**config.mk**
```make
export PLATFORM = sky130hd
export DESIGN_NAME = sub_div32_flat
export DESIGN_NICKNAME = d
export VERILOG_FILES = /design/src/rtl/sub_div32_if.sv /design/src/rtl/sub_div32.sv /design/src/flat_wrapper.sv
export SDC_FILE = /design/constraint.sdc
export NUM_CORES = 1
export LEC_CHECK = 0
export CAP_MARGIN = 10
export CORE_MARGIN = 2
export CORE_UTILIZATION = 60
export CTS_BUF_LIST = sky130_fd_sc_hd__clkbuf_8
export CTS_CLUSTER_DIAMETER = 40
export DETAILED_ROUTE_END_ITERATION = 10
export GPL_ROUTABILITY_DRIVEN = 0
export HOLD_SLACK_MARGIN = 0.06
export PLACE_DENSITY_LB_ADDON = 0.2
export SYNTH_ARGS = -nofsm -noshare
export SYNTH_HDL_FRONTEND = slang
export SYNTH_SLANG_ARGS = --single-unit
```
**constraint.sdc**
```tcl
create_clock -name clk -period 14.1 [get_ports clk]
set_input_delay 2.82 -clock clk [delete_from_list [all_inputs] [get_ports clk]]
set_output_delay 2.82 -clock clk [all_outputs]
set_load 0.02 [all_outputs]
```
**src/rtl/sub_div32_if.sv**
```systemverilog
// Start/busy/done handshake and operand/result bundle for the sequential divider.
interface sub_div32_if #(
    parameter int unsigned WIDTH = 32
);
    logic             start;
    logic [WIDTH-1:0] dividend;
    logic [WIDTH-1:0] divisor;
    logic             busy;
    logic             done;
    logic [WIDTH-1:0] quotient;
    logic [WIDTH-1:0] remainder;
    logic             div_zero;

    // Datapath controller side: issues requests, receives results.
    modport master (
        output start, dividend, divisor,
        input  busy, done, quotient, remainder, div_zero
    );

    // Divider side.
    modport slave (
        input  start, dividend, divisor,
        output busy, done, quotient, remainder, div_zero
    );
endinterface

```
**src/rtl/sub_div32.sv**
```systemverilog
// Sequential unsigned restoring divider: one quotient bit per clock, using the
// subtract path (a + ~b + 1) with the carry out taken as "no borrow".
module sub_div32 #(
    parameter int unsigned WIDTH = 32
) (
    input  logic       clk,
    input  logic       rst,
    sub_div32_if.slave bus
);
    localparam int unsigned CW = (WIDTH > 1) ? $clog2(WIDTH) : 1;

    typedef enum logic [1:0] {
        IDLE = 2'd0,
        RUN  = 2'd1,
        DONE = 2'd2
    } state_t;

    state_t           state;
    logic [CW-1:0]    count;
    logic [WIDTH-1:0] d_reg;
    logic [WIDTH-1:0] q_work;
    logic [WIDTH-1:0] r_work;

    logic             busy_reg;
    logic             done_reg;
    logic [WIDTH-1:0] quotient_reg;
    logic [WIDTH-1:0] remainder_reg;
    logic             div_zero_reg;

    logic [WIDTH-1:0] shifted;
    logic [WIDTH:0]   diff;
    logic             borrow;
    logic [WIDTH-1:0] r_next;
    logic [WIDTH-1:0] q_next;

    // One restoring step. The partial remainder before the last step is below
    // 2^(WIDTH-1), so dropping r_work's MSB in the shift never loses a bit.
    always_comb begin
        shifted = {r_work[WIDTH-2:0], q_work[WIDTH-1]};
        diff    = {1'b0, shifted} + {1'b0, ~d_reg} + (WIDTH+1)'(1);
        borrow  = ~diff[WIDTH];
        r_next  = borrow ? shifted : diff[WIDTH-1:0];
        q_next  = {q_work[WIDTH-2:0], ~borrow};
    end

    // Control FSM and datapath registers; results change only on entry to DONE.
    always_ff @(posedge clk or posedge rst) begin
        if (rst) begin
            state         <= IDLE;
            count         <= '0;
            d_reg         <= '0;
            q_work        <= '0;
            r_work        <= '0;
            busy_reg      <= 1'b0;
            done_reg      <= 1'b0;
            quotient_reg  <= '0;
            remainder_reg <= '0;
            div_zero_reg  <= 1'b0;
        end else begin
            done_reg <= 1'b0;
            case (state)
                IDLE: begin
                    if (bus.start) begin
                        if (bus.divisor != '0) begin
                            d_reg    <= bus.divisor;
                            q_work   <= bus.dividend;
                            r_work   <= '0;
                            count    <= '0;
                            busy_reg <= 1'b1;
                            state    <= RUN;
                        end else begin
                            quotient_reg  <= '1;
                            remainder_reg <= bus.dividend;
                            div_zero_reg  <= 1'b1;
                            done_reg      <= 1'b1;
                            state         <= DONE;
                        end
                    end
                end
                RUN: begin
                    r_work <= r_next;
                    q_work <= q_next;
                    count  <= count + CW'(1);
                    if (count == CW'(WIDTH - 1)) begin
                        quotient_reg  <= q_next;
                        remainder_reg <= r_next;
                        div_zero_reg  <= 1'b0;
                        done_reg      <= 1'b1;
                        busy_reg      <= 1'b0;
                        state         <= DONE;
                    end
                end
                DONE: begin
                    state <= IDLE;
                end
                default: begin
                    state    <= IDLE;
                    busy_reg <= 1'b0;
                end
            endcase
        end
    end

    assign bus.busy      = busy_reg;
    assign bus.done      = done_reg;
    assign bus.quotient  = quotient_reg;
    assign bus.remainder = remainder_reg;
    assign bus.div_zero  = div_zero_reg;
endmodule

```
**src/flat_wrapper.sv**
```systemverilog
// flat-port wrapper written by rule: the top's interface ports become plain ports
module sub_div32_flat 
#(
    parameter int unsigned WIDTH = 32
)
  (clk, rst, bus_start, bus_dividend, bus_divisor, bus_busy, bus_done, bus_quotient, bus_remainder, bus_div_zero);
  sub_div32_if #(.WIDTH(WIDTH)) bus_i ();
  input  logic clk;
  input  logic rst;
  input wire logic [$bits(bus_i.start)-1:0] bus_start;
  input wire logic [$bits(bus_i.dividend)-1:0] bus_dividend;
  input wire logic [$bits(bus_i.divisor)-1:0] bus_divisor;
  output wire logic [$bits(bus_i.busy)-1:0] bus_busy;
  output wire logic [$bits(bus_i.done)-1:0] bus_done;
  output wire logic [$bits(bus_i.quotient)-1:0] bus_quotient;
  output wire logic [$bits(bus_i.remainder)-1:0] bus_remainder;
  output wire logic [$bits(bus_i.div_zero)-1:0] bus_div_zero;
  assign bus_i.start = bus_start;
  assign bus_i.dividend = bus_dividend;
  assign bus_i.divisor = bus_divisor;
  assign bus_busy = bus_i.busy;
  assign bus_done = bus_i.done;
  assign bus_quotient = bus_i.quotient;
  assign bus_remainder = bus_i.remainder;
  assign bus_div_zero = bus_i.div_zero;
  sub_div32 #(.WIDTH(WIDTH)) u_core (.clk(clk), .rst(rst), .bus(bus_i));
endmodule
```
==> metrics.cfg <==
[setup_path]
worstSetupEndpointType = register
worstSetupStartpointType = primary input
r2r-start = u_core.q_work[31]
cp.required_ns = 14.45
reg2reg_depth = 12
criticalPathCategory = primary input to register
setup.worst_path.start = bus_divisor[4]
crit_fanout = 38
critical_path_arrival_ns = 6.20

[power]
p_int_mw = 1.642
p_leak_nw = 4.677
switching_share_pct = 46.41
p_seq_share_pct = 27.8
p_comb_share_pct = 59.4
power.share.clock_pct = 12.8
p_sw_mw = 1.422
power_density_mw_per_mm2 = 287.0
max-vdd-ir-drop_v = 0.0001268

[cts]
cts_hold_buf = 0
cts_buffers = 17
tritoncts = yes
htreeDepth = 4
cts_buffer_depth = 2
clock_tree.root_cell = clkbuf_8
clk_pin_slew_worst_paths_ns = 0.09
cts_resized = 0
postCtsSetupBuffers = 0
cts.sinks = 169
insertion_delay_ns = 0.47

[yosys]
synth_top_area_share_pct = 47.79
ys_seq_area_share_pct = 47.79
syn_area_mm2 = 0.008848
avgSynthCellArea_um2 = 8.582
synth_edf_count = 0
synth_top_cells_by_area = dfrtp_1, nand2_1, o21ai_0
syn_inst = 1031
syn_nets = 1133
synth-seq-cells = 169
synth.largest_area_cell = dfrtp_1
ys_top_cells_by_count = nand2_1, dfrtp_1, o21ai_0, nor2_1, clkbuf_1
post-synth-top-count-cell = nand2_1
synth_flop_cell = dfrtp_1
async_flop_share_pct = 100.0
yosys.cell_types.count = 48
synth_warnings = 0

[floorplan]
coreArea_mm2 = 0.01448
io_pins = 134
die_y_um = 125.4
dieArea_mm2 = 0.01574
start_util_pct = 61.11
die_w_um = 125.4
num_rows = 44

[min_path]
hold_path.class = register to register
hp-start = u_core.bus.quotient[9]
whs_path_depth = 2

[timing]
slew_viol_final = 0
finalCritPeriodShare_pct = 41.52
rsz0062_at_grt = false
fmax_mhz = 170.8
clock_skew_ns = 0.01105
relSlewSlack_pct = 37.05
tns_ns = 0
worst_pin_slew_ns = 0.9420
setup_viol = 0
fin_crit_ns = 5.854
hold_viol = 0

[route]
vias = 7801
viasPerCell = 5.905
ant_nets = 0
route.detailed.drc = 0
dr.pass1.iters = 6
met2_length_um = 9785
wl_um = 21560
drt_iter0_drc = 946
highest_layer = met4
wl_met1_um = 9900
avgRoutedWirePerCell_um = 16.32
routed-wl-met3_um = 1474

[global_route]
grt_util_all_layers_pct = 28.17
grt_pass1_vias = 7186
grt_max_degree = 101
grt_overflow_total = 0
antenna_found_initial = 0
grt_pass1_wl_um = 35890

[final_layout]
drive_gt1_share_pct = 4.222
fillers = 1109
postLayoutCoreUtil_pct = 73.73
area_growth_pct = 20.64
final_nets = 1226
diodes = 0

[run_status]
outcome = complete, no violations

[place]
dp_hpwl_um = 15540
io_buffers = 133

[flow_run]
drv_cap = 0

==> worst max-delay path, cell delays in order <==
cell and delay (ns):
clkdlybuf4s50_1 0.41, nor4_1 0.52, nand4_1 0.19, nor2_1 0.29, nand3b_1 0.16, a21o_2 0.24, inv_1 0.05, buf_4 0.34
nand2_1 0.65, o31ai_1 0.44, a31oi_1 0.07
==> cell usage in the layout (no fill, tap or decap), types with 3 or more instances in the layout <==
master,count
nor2b_1,4
dfrtp_1,169
xor2_1,12
a211oi_1,3
clkinvlp_4,3
a21oi_1,42
clkbuf_8,17
o21ai_1,4
nor2_1,61
nand2_1,209
o31ai_1,4
nand2b_1,4
nor4_1,9
o21ai_0,137
inv_1,49
a21o_1,11
o21bai_1,5
ha_1,34
inv_6,3
o21a_1,5
bufinv_16,5
buf_4,8
xnor2_1,16
nand4_1,11
mux2i_1,12
nand3_1,50
and3_1,7
clkdlybuf4s50_1,133
clkinv_4,3
o211ai_1,24
a31oi_1,44
nor3_1,7
or3_1,5
==> worst paths after layout <==
path                                             to  slack [ns]
min                          u_core.bus.quotient[9]        0.48
min reg2reg                  u_core.bus.quotient[9]        0.48
max reg2reg                       u_core.r_work[23]       10.32
max                        u_core.bus.remainder[31]        8.25
max in group asynchronous          u_core.d_reg[31]        9.77
min in group asynchronous    u_core.bus.quotient[3]        2.90
==> through the flow <==
step	cell area (um^2)	std cells	setup slack [ns]	hold WS, ns	total power, mW
floorplan	8848	1031	6.705	0.4497	2.144
global placement	10220	1289	7.950	0.4609	2.585
detailed placement	10220	1289	7.786	0.4699	2.647
CTS	10680	1321	8.276	0.4894	3.046
global route	10680	1321	7.957	0.5168	3.310
finish	10680	1321	8.246	0.4846	3.064
==> logic make-up (layout without fill, tap and decap cells) <==
family                     after synthesis  in the layout  synth area share (%)
muxes                                   13             13                 1.485
and+or+nand+nor                        375            375                 18.14
DFF                                    169            169                 47.79
adders and majority gates               35             35                 5.034
xor gates and xnor gates                28             28                 2.771
AOI/OAI and AO/OA                      295            295                 19.56
buffers and inverters                  116            222                 5.218
==> metal layers <==
layer	global-route usage, %	up-vias
li1	-	3775
met1	42.04	3664
met2	42.77	326
met3	4.792	36
met4	8.170	0
met5	0	-
==> cell type report <==
| cell class | instances | area [um^2] | area share [%] |
|---|---|---|---|
| timing repair buffer | 141 | 1391 | 13.03 |
| clock buffer | 17 | 234.0 | 2.192 |
| tap | 184 | 230.2 | 2.157 |
| clock inverter | 15 | 225.2 | 2.110 |
| inverter | 49 | 188.9 | 1.770 |
| sequential | 169 | 4229 | 39.62 |
| multi-input combinational | 746 | 4177 | 39.12 |
==> power groups by stage <==
| stage | clock [mW] | sequential (mW) | combinational, mW |
|---|---|---|---|
| after floorplan | 0 | 0.910 | 1.23 |
| after global placement | 0 | 0.847 | 1.74 |
| after detailed placement | 0 | 0.857 | 1.79 |
| after CTS | 0.395 | 0.849 | 1.80 |
| after global routing | 0.414 | 0.878 | 2.02 |
| final | 0.392 | 0.851 | 1.82 |
(Power assumes the default switching activity.)
